===== config.mk =====
export PLATFORM = sky130hd
export DESIGN_NAME = pipe_ibuf
export DESIGN_NICKNAME = d
export VERILOG_FILES = /design/src/rtl/pipe_ibuf_pkg.sv /design/src/rtl/pipe_ibuf_sync_fifo.sv /design/src/rtl/pipe_ibuf.sv
export SDC_FILE = /design/constraint.sdc
export NUM_CORES = 1
export LEC_CHECK = 0
export CORE_MARGIN = 2
export CORE_UTILIZATION = 45
export CTS_BUF_LIST = sky130_fd_sc_hd__clkbuf_16
export CTS_CLUSTER_SIZE = 16
export DETAILED_ROUTE_END_ITERATION = 7
export PLACE_DENSITY = 0.71
export SLEW_MARGIN = 20
export SYNTH_ARGS = -nofsm -noshare
export SYNTH_HDL_FRONTEND = slang
export SYNTH_SLANG_ARGS = --single-unit

===== constraint.sdc =====
create_clock -name clk -period 5.2 [get_ports clk]
set_input_delay 0.78 -clock clk [delete_from_list [all_inputs] [get_ports clk]]
set_output_delay 0.78 -clock clk [all_outputs]
set_load 0.01 [all_outputs]

===== src/rtl/pipe_ibuf_pkg.sv =====
// Shared widths and default depth for the IF->ID instruction buffer.
package pipe_ibuf_pkg;

  localparam int IBUF_INST_L = 32;
  localparam int IBUF_PC_L   = 32;
  localparam int IBUF_DEPTH  = 4;

endpackage


===== src/rtl/pipe_ibuf_sync_fifo.sv =====
// Generic in-order FIFO: storage array, wrapping pointers, count and a flush that empties it.
module sync_fifo #(
  parameter  int WIDTH = 64,
  parameter  int DEPTH = 4,
  localparam int AW    = $clog2(DEPTH)
) (
  input  logic             clk,
  input  logic             rst,
  input  logic             flush,
  input  logic             wr_en,
  input  logic [WIDTH-1:0] wr_data,
  input  logic             rd_en,
  output logic [WIDTH-1:0] rd_data,
  output logic [AW:0]      count,
  output logic             full
);

  logic [WIDTH-1:0] mem_q [DEPTH];
  logic [AW-1:0]    wp_q, wp_d;
  logic [AW-1:0]    rp_q, rp_d;
  logic [AW:0]      count_q, count_d;

  always_comb begin
    wp_d    = wp_q;
    rp_d    = rp_q;
    count_d = count_q;
    if (flush) begin
      wp_d    = '0;
      rp_d    = '0;
      count_d = '0;
    end else begin
      if (wr_en) wp_d = wp_q + 1'b1;
      if (rd_en) rp_d = rp_q + 1'b1;
      case ({wr_en, rd_en})
        2'b10:   count_d = count_q + 1'b1;
        2'b01:   count_d = count_q - 1'b1;
        default: count_d = count_q;
      endcase
    end
  end

  always_ff @(posedge clk) begin
    if (!rst) begin
      wp_q    <= '0;
      rp_q    <= '0;
      count_q <= '0;
    end else begin
      wp_q    <= wp_d;
      rp_q    <= rp_d;
      count_q <= count_d;
    end
  end

  // Contents need no reset; count gates every observation of them.
  always_ff @(posedge clk) begin
    if (wr_en && !flush) mem_q[wp_q] <= wr_data;
  end

  assign rd_data = mem_q[rp_q];
  assign count   = count_q;
  assign full    = (count_q == (AW+1)'(DEPTH));

endmodule


===== src/rtl/pipe_ibuf.sv =====
// IF->ID instruction buffer: IF write handshake with one-cycle ack, in-order queue, purge on redirect.
module pipe_ibuf
  import pipe_ibuf_pkg::*;
#(
  parameter  int INST_L = IBUF_INST_L,
  parameter  int PC_L   = IBUF_PC_L,
  parameter  int DEPTH  = IBUF_DEPTH,
  localparam int AW     = $clog2(DEPTH)
) (
  input  logic              clk,
  input  logic              rst,
  input  logic              buf_we,
  input  logic [INST_L-1:0] inst_in,
  input  logic [PC_L-1:0]   pc_in,
  output logic              buf_wack,
  input  logic              purge,
  input  logic              id_ready,
  output logic              id_valid,
  output logic [INST_L-1:0] id_inst,
  output logic [PC_L-1:0]   id_pc,
  output logic              full,
  output logic [AW:0]       count
);

  localparam int EW = INST_L + PC_L;

  logic          wack_q, wack_d;
  logic          wr_ok, rd_ok;
  logic [EW-1:0] head;

  // The ack term stops IF's still-high buf_we from being taken twice.
  assign wr_ok    = buf_we & ~full & ~wack_q & ~purge;
  assign rd_ok    = id_valid & id_ready & ~purge;
  assign wack_d   = wr_ok;

  always_ff @(posedge clk) begin
    if (!rst) wack_q <= 1'b0;
    else      wack_q <= wack_d;
  end

  sync_fifo #(
    .WIDTH (EW),
    .DEPTH (DEPTH)
  ) u_fifo (
    .clk     (clk),
    .rst     (rst),
    .flush   (purge),
    .wr_en   (wr_ok),
    .wr_data ({inst_in, pc_in}),
    .rd_en   (rd_ok),
    .rd_data (head),
    .count   (count),
    .full    (full)
  );

  assign buf_wack = wack_q;
  assign id_valid = (count != '0);
  assign id_inst  = id_valid ? head[EW-1:PC_L] : '0;
  assign id_pc    = id_valid ? head[PC_L-1:0]  : '0;

endmodule


### Yosys cells after proc, flatten, opt, wreduce, memory -nomap -nowiden

Memories as Yosys holds them, arrays and structs flattened. A register that Yosys moved wholly into a read port is not among the register bits.
Index checks and enable logic that the tools add are counted.

* bits in registers: 8
* latch bits: 0
* RAM bits: 256
* bits in read-only memories: 0
* bits of input ports: 69
* output and inout port bits: 70
* word-level logic and storage cells: 33
* memories kept: 1

* $add $sub $neg: 4
* $mul: 0
* div/mod/pow operators: 0
* $lt $le $gt $ge: 0
* equality and inequality tests: 3
* shift-type cells: 0
* muxes and demuxes: 7
* bitwise logic cells: 9
* reductions and logical operators: 5

Memories
* u_fifo.mem_q: depth 4, bits a word 64, read ports 1, clocked after memory_dff 1, wr ports 1, line pipe_ibuf_sync_fifo.sv:18 `logic [WIDTH-1:0] mem_q [DEPTH];`

Operators with widths (count)
* $mux W32: 2
* $pmux W3 S2: 1
* $and A1 B1 Y1: 5
* $add A2 B1 Y2 const B: 2
* $mux W2: 2
* $not A1 Y1: 4
* $add A3 B1 Y3 const B: 1
* $eq A3 B3 Y1 const B: 1
* $reduce_bool A3 Y1: 1
* $sub A3 B1 Y3 const B: 1
* $eq A2 B1 Y1 const B: 1
* $eq A2 B2 Y1 const B: 1
* $mux W1: 2
* $reduce_bool A2 Y1: 1
* $reduce_or A2 Y1: 1
* $logic_and A1 B1 Y1: 1
* $logic_not A1 Y1: 1

### Logic depth before layout (Yosys ltp)

* word-level depth: 8
* depth in mapped cells: 11
* depth with buffers taken out: 10

### By module

A second synthesis with hierarchy kept.

* cell total of the unflattened synthesis: 454
* area, all modules: 10259.8 sq um

By module, submodules not included
* sync_fifo: instances 1, cells each 378, area an instance 9740.6 sq um, sequential area each 7867.5 sq um
* pipe_ibuf: instances 1, cells each 76, area an instance 519.2 sq um, sequential area each 20.0 sq um

### Worst setup path after synthesis

No wires, ideal clock.

* path kind: input port to flip-flop
* start point: input port purge
* end point: memory u_fifo.mem_q[0][0], enable pin
* library setup time: 429 ps
* data arrival time: 2803 ps
* data required time: 4771 ps
* slack: 1968 ps
* stages: 2
* path buffers: 0
* cell sequence: nor3b_1 > and3_1

* longest elaborated chain between the ends: 5
* elaborated cells on any way between the ends: 6
* those cells by class: 2 x mux; 2 x bitwise; 2 x reduce/logical

Ends and longest elaborated chain
* start: declaration: line pipe_ibuf.sv:16 `input logic purge,`
* $not A1 Y1: line pipe_ibuf.sv:32 `assign wr_ok = buf_we & ~full & ~wack_q & ~purge;`
* $and A1 B1 Y1: line pipe_ibuf.sv:32
* $logic_and A1 B1 Y1 (*): line pipe_ibuf_sync_fifo.sv:56 `if (wr_en && !flush) mem_q[wp_q] <= wr_data;`
* $mux W1 (*): line pipe_ibuf_sync_fifo.sv:56
* $mux W1 (not written as such) (*): line pipe_ibuf_sync_fifo.sv:56
* end: declaration: line pipe_ibuf_sync_fifo.sv:18

Mark *: on every way between the ends. The rest lies on a longest branch, timed or not.

==> out/summary.txt <==
Vias per cell: 5.28
Final hold violation count: 0
CP top delay family: buffers and inverters
Mapped Area: 10300 sq um
Hold Path Class: register to register
Share of cells above drive strength 1: 17.3%
Clock Sinks: 266
Fmax: 0.263 GHz
Fraction of the mapped netlist area in simple logic gates: 5.09%
I/O Pins: 139
Yosys cell types: 30
H-tree level count: 1
DIE HEIGHT: 155 um
Adder-cell share of the synthesized area: 0.804%
Synth area leaders: edfxtp_1 (75%), mux4_2 (13%), and2_1 (3.9%), dfxtp_1 (2.0%), buf_12 (1.2%)
Syn_area_per_cell: 22.1 sq um
Number of global-route vias before repair: 5326
Peak supply drop: 0.183 mV
Post-synthesis compound-gate area fraction: 0.524%
Root Driver: clkbuf_16
Total die area: 24000 sq um
Required time worst endpoint: 4.42 ns
DR DRC count: 0
Xor/xnor share of the synthesized area: 0.341%
Worst setup EP type: primary output
Headroom to the max-slew limit: 30.1%
Syn_nets: 539
Max Slew Vio Count: 0
RSZ-0062 raised after global routing: no
Fin crit period: 3.80 ns
Core area: 22500 sq um
DR iter-0 viols: 306
ANT cells: 0
Critical path arrival: 3.02 ns
GRT overflow: 0
Std-Cell Rows: 55
Quantity of I/O buffers inserted on ports: 138
WP buf/inv: 2
First-pass GRT wire length: 29.2 mm
Hold_ws: 0.531 ns
Synthesis Warnings: 0
DR vias: 4834
DR pass1 iterations: 5
Largest family of logic cells by synthesized area: multiplexers
Most common flop cell mapped by yosys: edfxtp_1
Startpoint types: register
Async SR Flop Fraction: 0%
Clk slew on worst S/H paths: 0.06 ns
Fin nets: 685
CP max stage delay: 0.79 ns
Largest net degree at the start of global routing: 66
Clock Tree Buf Depth: 3
Crit Path Max Fanout: 32
Antenna violations before repair: 0
Clock skew: 0.00863 ns
Post-CTS setup buffers: 0
TNS Setup: 0 ns
Critical path class: register to primary output
EDFF count, synth: 256
Yosys top cell area share: 74.9%
Leakage: 4.01 nW
Routed length per instance: 20.6 um
GPL Wtd Cong: 0.726
Starting Density: 45.6%
Crit path cell chain: buf_4, mux4_2, and2_1, clkdlybuf4s50_1
Most instantiated library cell after synthesis: edfxtp_1
Worst path slowest cell: dfxtp_4
Status: finished clean
#FFs+latches synth: 266
Die W: 155 um
Post-DP HPWL: 10.3 mm
Antenna viol nets, final: 0
Endpoints failing setup: 0
Sequential share of the synthesized area: 76.8%
Post-CTS resize count: 0
P per Cell Area: 352 nW/um^2
Gr usage total: 15.7%
Mux cell area share after synthesis: 14.2%
Hold Buf Count CTS: 0
Syn Inst Count: 464
Max-capacitance violation count: 0
Final wirelength: 18.9 mm
CTS Buf Count: 27
Period Utilization, post-route: 73.0%
CTS tree: yes
Area Growth Syn to Fin: 24.0%
Slew @ Worst Pin: 1.05 ns
Synth top cells by count: edfxtp_1 (256), and2_1 (64), mux4_2 (60)
Synth area leader: edfxtp_1
Clk Latency, worst-skew pair: 0.53 ns
[flip-flops by register name, summed over array words and instances, names as in the netlist, named ones only]
register / flops
u_fifo.wp_q: 2
buf_wack: 1
u_fifo.rp_q: 2
u_fifo.count: 3
u_fifo.mem_q: 256
[per-layer routing]
layer | global-route usage, % | wire length, um | up-vias
met4 | 4.19 | 351 | 0
li1 | - | - | 2179
met3 | 3.68 | 1160 | 25
met5 | 0 | 0 | -
met2 | 27.4 | 9600 | 138
met1 | 20.0 | 7750 | 2492
[power breakdown]
part | internal [mW] | switching (mW) | total (mW)
Sequential | 2.38 | 0.00971 | 2.39
Combinational | 0.109 | 0.0832 | 0.193
Clock | 1.14 | 0.765 | 1.90
Total | 3.63 | 0.858 | 4.49
[worst reg2reg max path: stages, from the launching register on]
cell	delay, ns
dfxtp_1	0.42
or3b_1	0.52
inv_2	0.11
nor2_1	0.07
inv_1	0.06
ha_1	0.18
inv_1	0.07
fa_1	0.37
xor2_1	0.15
or3_1	0.30
a21oi_1	0.17
[area by class of cell]
class	count	area, sq um
clock buffer	27	676
clock inverter	22	205
fill	1696	9770
inverter	7	26.3
multi-input combinational	168	2180
sequential	266	7900
tap	285	357
timing repair buffer	140	1400
[cell usage in the layout (no fill, tap or decap)]
master,count
edfxtp_1,256
clkdlybuf4s50_1,138
and2_1,64
mux4_2,60
clkbuf_16,27
inv_1,9
clkinv_1,9
nor2_1,8
dfxtp_1,8
ha_1,5
mux4_1,4
and3_4,4
xor2_1,4
bufinv_16,4
a21oi_1,3
clkinv_2,3
o21ai_0,2
dfxtp_4,2
buf_4,2
o31ai_1,1
or3_4,1
or3b_1,1
nor3b_1,1
inv_2,1
or3b_2,1
nand3_1,1
nand2b_1,1
o311ai_0,1
and3_1,1
or3_1,1
nor2b_1,1
nand4_1,1
o31ai_2,1
fa_1,1
inv_6,1
clkinvlp_4,1
clkinv_4,1
[metrics by stage]
stage,power [mW],setup slack (ns),instances,utilization [%],instance area (sq um)
CTS,4.53,1.29,915,56.6,12700
floorplan,2.51,1.97,464,-,10300
detailed placement,2.63,1.83,866,52.6,11800
global route,4.63,1.17,915,56.6,12700
global placement,2.62,1.90,866,52.6,11800
finish,4.49,1.40,915,56.6,12700
[cells by family (layout without fill, tap and decap cells)]
family	after synthesis	after routing
multiplexers	64	64
XOR/XNOR	4	4
AO/OA/AOI/OAI	8	8
flip-flops	266	266
adder cells (fa/ha/maj)	6	6
buffers and inverters	30	196
AND/OR/NAND/NOR	86	86
[path summary, 6_finish.rpt]
path,from,to,slack [ns],depth (start not counted)
hold / removal,u_fifo.rp_q[0]$_SDFFE_PP0P_,register,0.53,2
setup / recovery,register,id_pc[17],1.40,4
hold reg to reg,u_fifo.rp_q[0]$_SDFFE_PP0P_,register,0.53,2
setup reg to reg,u_fifo.count[2]$_SDFFE_PP0P_,u_fifo.count[2]$_SDFFE_PP0P_,2.71,10
(Power assumes the default switching activity.)
